### config.mk
export PLATFORM = sky130hd
export DESIGN_NAME = bus_arbiter
export DESIGN_NICKNAME = d
export VERILOG_FILES = /design/src/rtl/bus_arbiter.sv
export SDC_FILE = /design/constraint.sdc
export NUM_CORES = 1
export LEC_CHECK = 0
export BUFFER_PORTS_ARGS = -buffer_cell sky130_fd_sc_hd__buf_4
export CAP_MARGIN = 15
export CORE_UTILIZATION = 30
export DETAILED_ROUTE_END_ITERATION = 12
export SLEW_MARGIN = 5
export SYNTH_ARGS = -nofsm -noshare
export SYNTH_HDL_FRONTEND = slang
export SYNTH_SLANG_ARGS = --single-unit
### constraint.sdc
create_clock -name clk -period 4.8 [get_ports clk]
set_input_delay 0.24 -clock clk [delete_from_list [all_inputs] [get_ports clk]]
set_output_delay 0.24 -clock clk [all_outputs]
set_load 0.02 [all_outputs]
### src/rtl/bus_arbiter.sv
// bus_arbiter: fixed-priority arbiter sharing one memory bus between fetch and load/store ports
module bus_arbiter #(
    parameter int ADDR_W  = 32,
    parameter int DATA_W  = 32,
    parameter int TIMEOUT = 255
) (
    input  logic                clk,
    input  logic                rst,
    input  logic                if_req_i,
    input  logic [ADDR_W-1:0]   if_addr_i,
    output logic [DATA_W-1:0]   if_rdata_o,
    output logic                if_ack_o,
    output logic                stallreq_if_o,
    input  logic                mem_req_i,
    input  logic                mem_we_i,
    input  logic [DATA_W/8-1:0] mem_sel_i,
    input  logic [ADDR_W-1:0]   mem_addr_i,
    input  logic [DATA_W-1:0]   mem_wdata_i,
    output logic [DATA_W-1:0]   mem_rdata_o,
    output logic                mem_ack_o,
    output logic                stallreq_mem_o,
    output logic                bus_stb_o,
    output logic                bus_we_o,
    output logic [DATA_W/8-1:0] bus_sel_o,
    output logic [ADDR_W-1:0]   bus_addr_o,
    output logic [DATA_W-1:0]   bus_wdata_o,
    input  logic [DATA_W-1:0]   bus_rdata_i,
    input  logic                bus_ack_i,
    output logic                bus_err_o
);
    typedef enum logic [1:0] {IDLE, GNT_IF, GNT_MEM} state_t;

    state_t     state;
    state_t     state_nx;
    logic [7:0] cnt;
    logic       done;
    logic       expire;
    logic       grant_mem;
    logic       grant_if;

    // An ack pulse masks the still-raised request of the port it completes
    assign grant_mem      = mem_req_i & ~mem_ack_o;
    assign grant_if       = if_req_i & ~if_ack_o & ~grant_mem;
    assign done           = bus_stb_o & bus_ack_i;
    assign expire         = bus_stb_o & ~bus_ack_i & (cnt == 8'(TIMEOUT));
    assign stallreq_if_o  = if_req_i & ~if_ack_o;
    assign stallreq_mem_o = mem_req_i & ~mem_ack_o;

    // State register
    always_ff @(posedge clk or posedge rst) begin
        if (rst) state <= IDLE;
        else     state <= state_nx;
    end

    // Next state: grant from IDLE, return to IDLE on ack or timeout
    always_comb begin
        state_nx = state;
        if (state == IDLE)
            state_nx = grant_mem ? GNT_MEM : grant_if ? GNT_IF : IDLE;
        else if (done || expire)
            state_nx = IDLE;
    end

    // Bus drive, response capture, ack/err pulses and timeout counter
    always_ff @(posedge clk or posedge rst) begin
        if (rst) begin
            bus_stb_o   <= 1'b0;
            bus_we_o    <= 1'b0;
            bus_sel_o   <= '0;
            bus_addr_o  <= '0;
            bus_wdata_o <= '0;
            if_rdata_o  <= '0;
            mem_rdata_o <= '0;
            if_ack_o    <= 1'b0;
            mem_ack_o   <= 1'b0;
            bus_err_o   <= 1'b0;
            cnt         <= '0;
        end else begin
            if_ack_o  <= 1'b0;
            mem_ack_o <= 1'b0;
            bus_err_o <= 1'b0;
            if (state == IDLE) begin
                cnt <= '0;
                if (grant_mem) begin
                    bus_stb_o   <= 1'b1;
                    bus_we_o    <= mem_we_i;
                    bus_sel_o   <= mem_sel_i;
                    bus_addr_o  <= mem_addr_i;
                    bus_wdata_o <= mem_wdata_i;
                end else if (grant_if) begin
                    bus_stb_o   <= 1'b1;
                    bus_we_o    <= 1'b0;
                    bus_sel_o   <= '1;
                    bus_addr_o  <= if_addr_i;
                    bus_wdata_o <= '0;
                end
            end else if (done || expire) begin
                bus_stb_o   <= 1'b0;
                bus_we_o    <= 1'b0;
                bus_sel_o   <= '0;
                bus_addr_o  <= '0;
                bus_wdata_o <= '0;
                cnt         <= '0;
                bus_err_o   <= expire;
                if (state == GNT_IF) begin
                    if_ack_o   <= 1'b1;
                    if_rdata_o <= done ? bus_rdata_i : '0;
                end else begin
                    mem_ack_o   <= 1'b1;
                    mem_rdata_o <= done ? bus_rdata_i : '0;
                end
            end else begin
                cnt <= cnt + 8'd1;
            end
        end
    end
endmodule

Word-level counts from Yosys, hierarchy flattened. Index checks and enable logic that the tools add are counted.

Bitwise gates (word level): 12. Muxes and demuxes: 33. Equality and inequality tests: 3. Add/subtract/negate cells: 1. Reduce and logical (&&, ||, !) cells: 6.

Operators by type and width (number): 32-bit two-way mux (8); 1-bit two-way mux (16); 4-bit two-way mux (4); 8-bit two-way mux (2); 8-bit by 1-bit adder with 8-bit output (second input constant) (1); 8-bit equality test (second input constant) (1); 1-bit bitwise AND (6); 2-bit two-way mux (3); 1-bit inverter (6); 3-bit AND reduction (2); 3-bit != test (second input constant) (1); 2-bit by 1-bit equality test with 1-bit output (second input constant) (1); 2-bit zero test (1); 2-bit AND reduction (1); 2-bit nonzero test (1); 1-bit logical OR (1).

Logic and storage cells: 67. Flip-flop bits (word level): 147.

Depth between registers and ports, before layout.
Depth after elaboration: 7. Gate-level depth with buffers: 8. Mapped depth without buffers: 5.

Worst setup path after synthesis. Ideal clock, no wire load.

Path kind: register to register. Start: reg if_ack_o. End: reg bus_wdata_o[17]. Arrival time: 1.661 ns. Data required time: 4.679 ns. Setup slack: 3.018 ns. Cell stages (with the launch flop): 7. Path through: dfrtp_1 nor2b_1 o21a_1 buf_6 o32ai_4 buf_6 a22o_1.

Longest elaborated chain between the ends: 5.

RTL lines: start, declared (line 12) `output logic if_ack_o,`; start signal, assigned (line 74) `if_ack_o <= 1'b0;`; start signal, assigned (line 79) `if_ack_o <= 1'b0;`; start signal, assigned (line 106) `if_ack_o <= 1'b1;`; 1-bit inverter; 1-bit bitwise AND; named net stallreq_if_o (line 13) `output logic stallreq_if_o,`; 1-bit bitwise AND (line 43) `assign grant_if = if_req_i & ~if_ack_o & ~grant_mem;`; 3-bit != test (no source line); 2-bit AND reduction (no source line); end signal, assigned (line 89) `bus_wdata_o <= mem_wdata_i;`; end, declared (line 26) `output logic [DATA_W-1:0] bus_wdata_o,`.

The timed path passes the listed nets, and every way through them passes these cells. A chain may end at the register's enable or synchronous reset.

Worst setup path in the final report.
Start: reg mem_ack_o. End: reg bus_wdata_o[16].

Longest elaborated chain between the ends: 6. Elaborated cells on any way between the ends: 8. Classes of those cells: eq/ne (1); mux (2); bitwise (4); reduce/logical (1).

RTL lines: start, declared (line 20) `output logic mem_ack_o,`; start signal, assigned (line 75) `mem_ack_o <= 1'b0;`; start signal, assigned (line 80) `mem_ack_o <= 1'b0;`; start signal, assigned (line 109) `mem_ack_o <= 1'b1;`; 1-bit inverter * (line 42) `assign grant_mem = mem_req_i & ~mem_ack_o;`; 1-bit bitwise AND * (line 42); 1-bit inverter (line 43); 1-bit bitwise AND (line 43); 3-bit != test (no source line); 2-bit AND reduction (no source line).

Mark *: on every way between the ends. The rest lies on a longest branch, timed or not.

==> results.ini <==
[run_status]
outcome=finished, violations left
violations=negative hold slack

[logic_synthesis]
synth-seq-cells=147
synthTopCellsByArea=dfrtp_1, a32o_1, a22o_1, mux2i_1, o2bb2ai_1
yosysUniqueCellTypes=34
synth.avg_cell_area_sq_um=13.2
syn_area_sq_um=5840
synth_seq_area_share_pct=63.0
synth_edf_count=0
syn_nets=581
ys.flop_type=dfrtp_1
syn_inst=442
yosysTopAreaCell=dfrtp_1
synth_top_area_share_pct=63.0
ys_warn_count=0
ys_async_sr_fraction_pct=100

[critical_path]
reg2reg_from=mem_ack_o
critPathMaxFanout=50
critPathLaunchType=register
required_ns=5.15
worstSetupPathType=register to register
arrival_ns=2.87
worstSetupStartpoint=mem_ack_o
critPathCaptureType=register

[clock_network]
postCtsHoldBufs=0
cts_inserted_buffers=17
cts-resized-gates=0
post_cts_buffers=0
clk_latency_ns=0.41
cts_buffer_depth=2
clockRootBuffer=clkbuf_16
cts_tree=done
clk_pin_slew_ns=0.06
cts_sinks=147
h-tree-depth=4

[routing]
drt_iter0_drc=248
routedWlPerCell_um=17.6
wl_um=17200
drtAntennaViolNets=0
vias=4913
dr.pass1.iters=5
post-route-drc-count=0
viasPerCell=5.03

[cells_and_area]
postLayoutCellArea_sq_um=8670
layout.nets=845
drive_above_1_share_pct=44.9
syn_to_final_growth_pct=48.4
diodes=0

[global_route]
grt_usage_pct=17.2
grt_pass1_wl_um=26600
overflow=0
grt_pass1_vias=5007
grt_max_degree=92
antenna_found_initial=0

[die]
die-width_um=142
ioPinCount=277
rows=50
die_y_um=142
initial_core_util_pct=30.9
core_area_sq_um=18900
dieArea_sq_um=20000

[timing]
fin_crit_sh_pct=52.6
final_hold_viol_count=1
finalHoldWorstSlack_ns=-0.00145
slew_violations=0
max_freq_ghz=0.396
fin_tns_setup_ns=0
worst_slew_pin_slew_ns=1.01
skew_ns=0.00909
rsz0062_at_grt=no
finalSetupViolations=0
maxSlewHeadroom_pct=32.5
timing.final.crit_period_ns=2.52

[placement]
dp_hpwl_um=11800
placed_area_sq_um=8080
gp_congestion=0.791
port_buffers=276

[min_path]
hold_path.class=input port to asynchronous set/reset pin

[pwr]
leakage_nw=4.23
p_per_area_nw_per_um2=708
power_mw=6.14
max-vdd-ir-drop_mv=0.311

[run]
cap_violations=0

-- per-stage QoR --
stage / worst slack (ns) / utilization [%] / hold WS [ns] / instances
floorplan: 0.609 / - / 0.373 / 442
global placement: 2.38 / 42.8 / 0.444 / 945
finish: 2.28 / 45.9 / -0.00145 / 977
detailed placement: 2.09 / 42.8 / 0.464 / 945
CTS: 2.08 / 45.7 / 0.0152 / 975
global route: 2.08 / 45.9 / 0.0246 / 977
-- layout make-up --
class | count | area (sq um)
Clock inverter | 10 | 111
Sequential cell | 147 | 3680
Tap cell | 260 | 325
Inverter | 5 | 28.8
Clock buffer | 20 | 447
Fill cell | 1800 | 10200
Timing Repair Buffer | 286 | 2160
Multi-Input combinational cell | 249 | 1920
-- Yosys cell counts, types with 3 or more instances --
cell	instances
o2bb2ai_1	17
o22ai_1	4
nor2_1	32
buf_6	8
dfrtp_1	147
xnor2_1	5
buf_1	3
clkbuf_1	19
mux2i_1	17
a311oi_1	15
a22o_1	33
a32o_1	65
buf_2	11
nand3_1	3
nand2_1	37
inv_1	4
-- cells by family after synthesis --
| logic type | share of synthesized area (%) |
|---|---|
| flip-flops | 63.0 |
| AO/OA/AOI/OAI | 22.3 |
| AND/OR/NAND/NOR | 6.32 |
| buffers and inverters | 4.31 |
| multiplexers | 2.91 |
| XOR/XNOR | 0.900 |
| adder cells (fa/ha/maj) | 0.214 |
-- registers in the layout (all words and copies together) (netlist names), 2 cells and up --
name,count
cnt,8
mem_rdata_o,32
if_rdata_o,32
bus_sel_o,4
bus_wdata_o,32
state,2
bus_addr_o,32
-- worst paths after layout --
check	slack (ns)	depth (start not counted)	to
setup / recovery	2.28	6	bus_wdata_o[16]
setup reg to reg	2.28	6	bus_wdata_o[16]
hold reg to reg	0.49	1	cnt[0]
max in group asynchronous	3.53	3	bus_addr_o[7]
min in group clk	0.04	2	bus_wdata_o[31]
hold / removal	-0.001	2	bus_wdata_o[9]
-- cells in the final DEF (no fill, tap or decap), drive strengths merged, types with 4 or more instances in the layout --
master     n
o22ai      4
a32o      65
clkinv     5
clkbuf    20
a22o      33
buf      286
mux2i     17
nor2      33
o2bb2ai   17
xnor2      5
dfrtp    147
a311oi    15
nand2     37
inv        5
-- where the power goes --
| part | leakage, nW | internal [mW] | switching (mW) | total, mW |
|---|---|---|---|---|
| sequential | 1.87 | 1.76 | 0.306 | 2.07 |
| combinational | 2.09 | 1.22 | 1.58 | 2.80 |
| clock | 0.268 | 0.769 | 0.499 | 1.27 |
-- layer usage --
layer  wire length, um  part of all wire, %  track usage [%]  vias to the layer above
li1                  -                    -                -                     2225
met2              8530                   49             28.2                      200
met4               544                  3.2             8.94                        0
met1              7120                   41             21.4                     2451
met3              1040                  6.0             3.71                       37
met5                 0                    0                0                        -
-- worst max-delay path, cell delays in order (launching register included) --
cell,delay (ns)
dfrtp_1,0.34
nand2b_2,0.77
inv_6,0.18
o21a_1,0.28
o32ai_4,0.10
buf_4,0.47
a22o_1,0.23
Note: power is estimated with default switching activity, not from simulation.
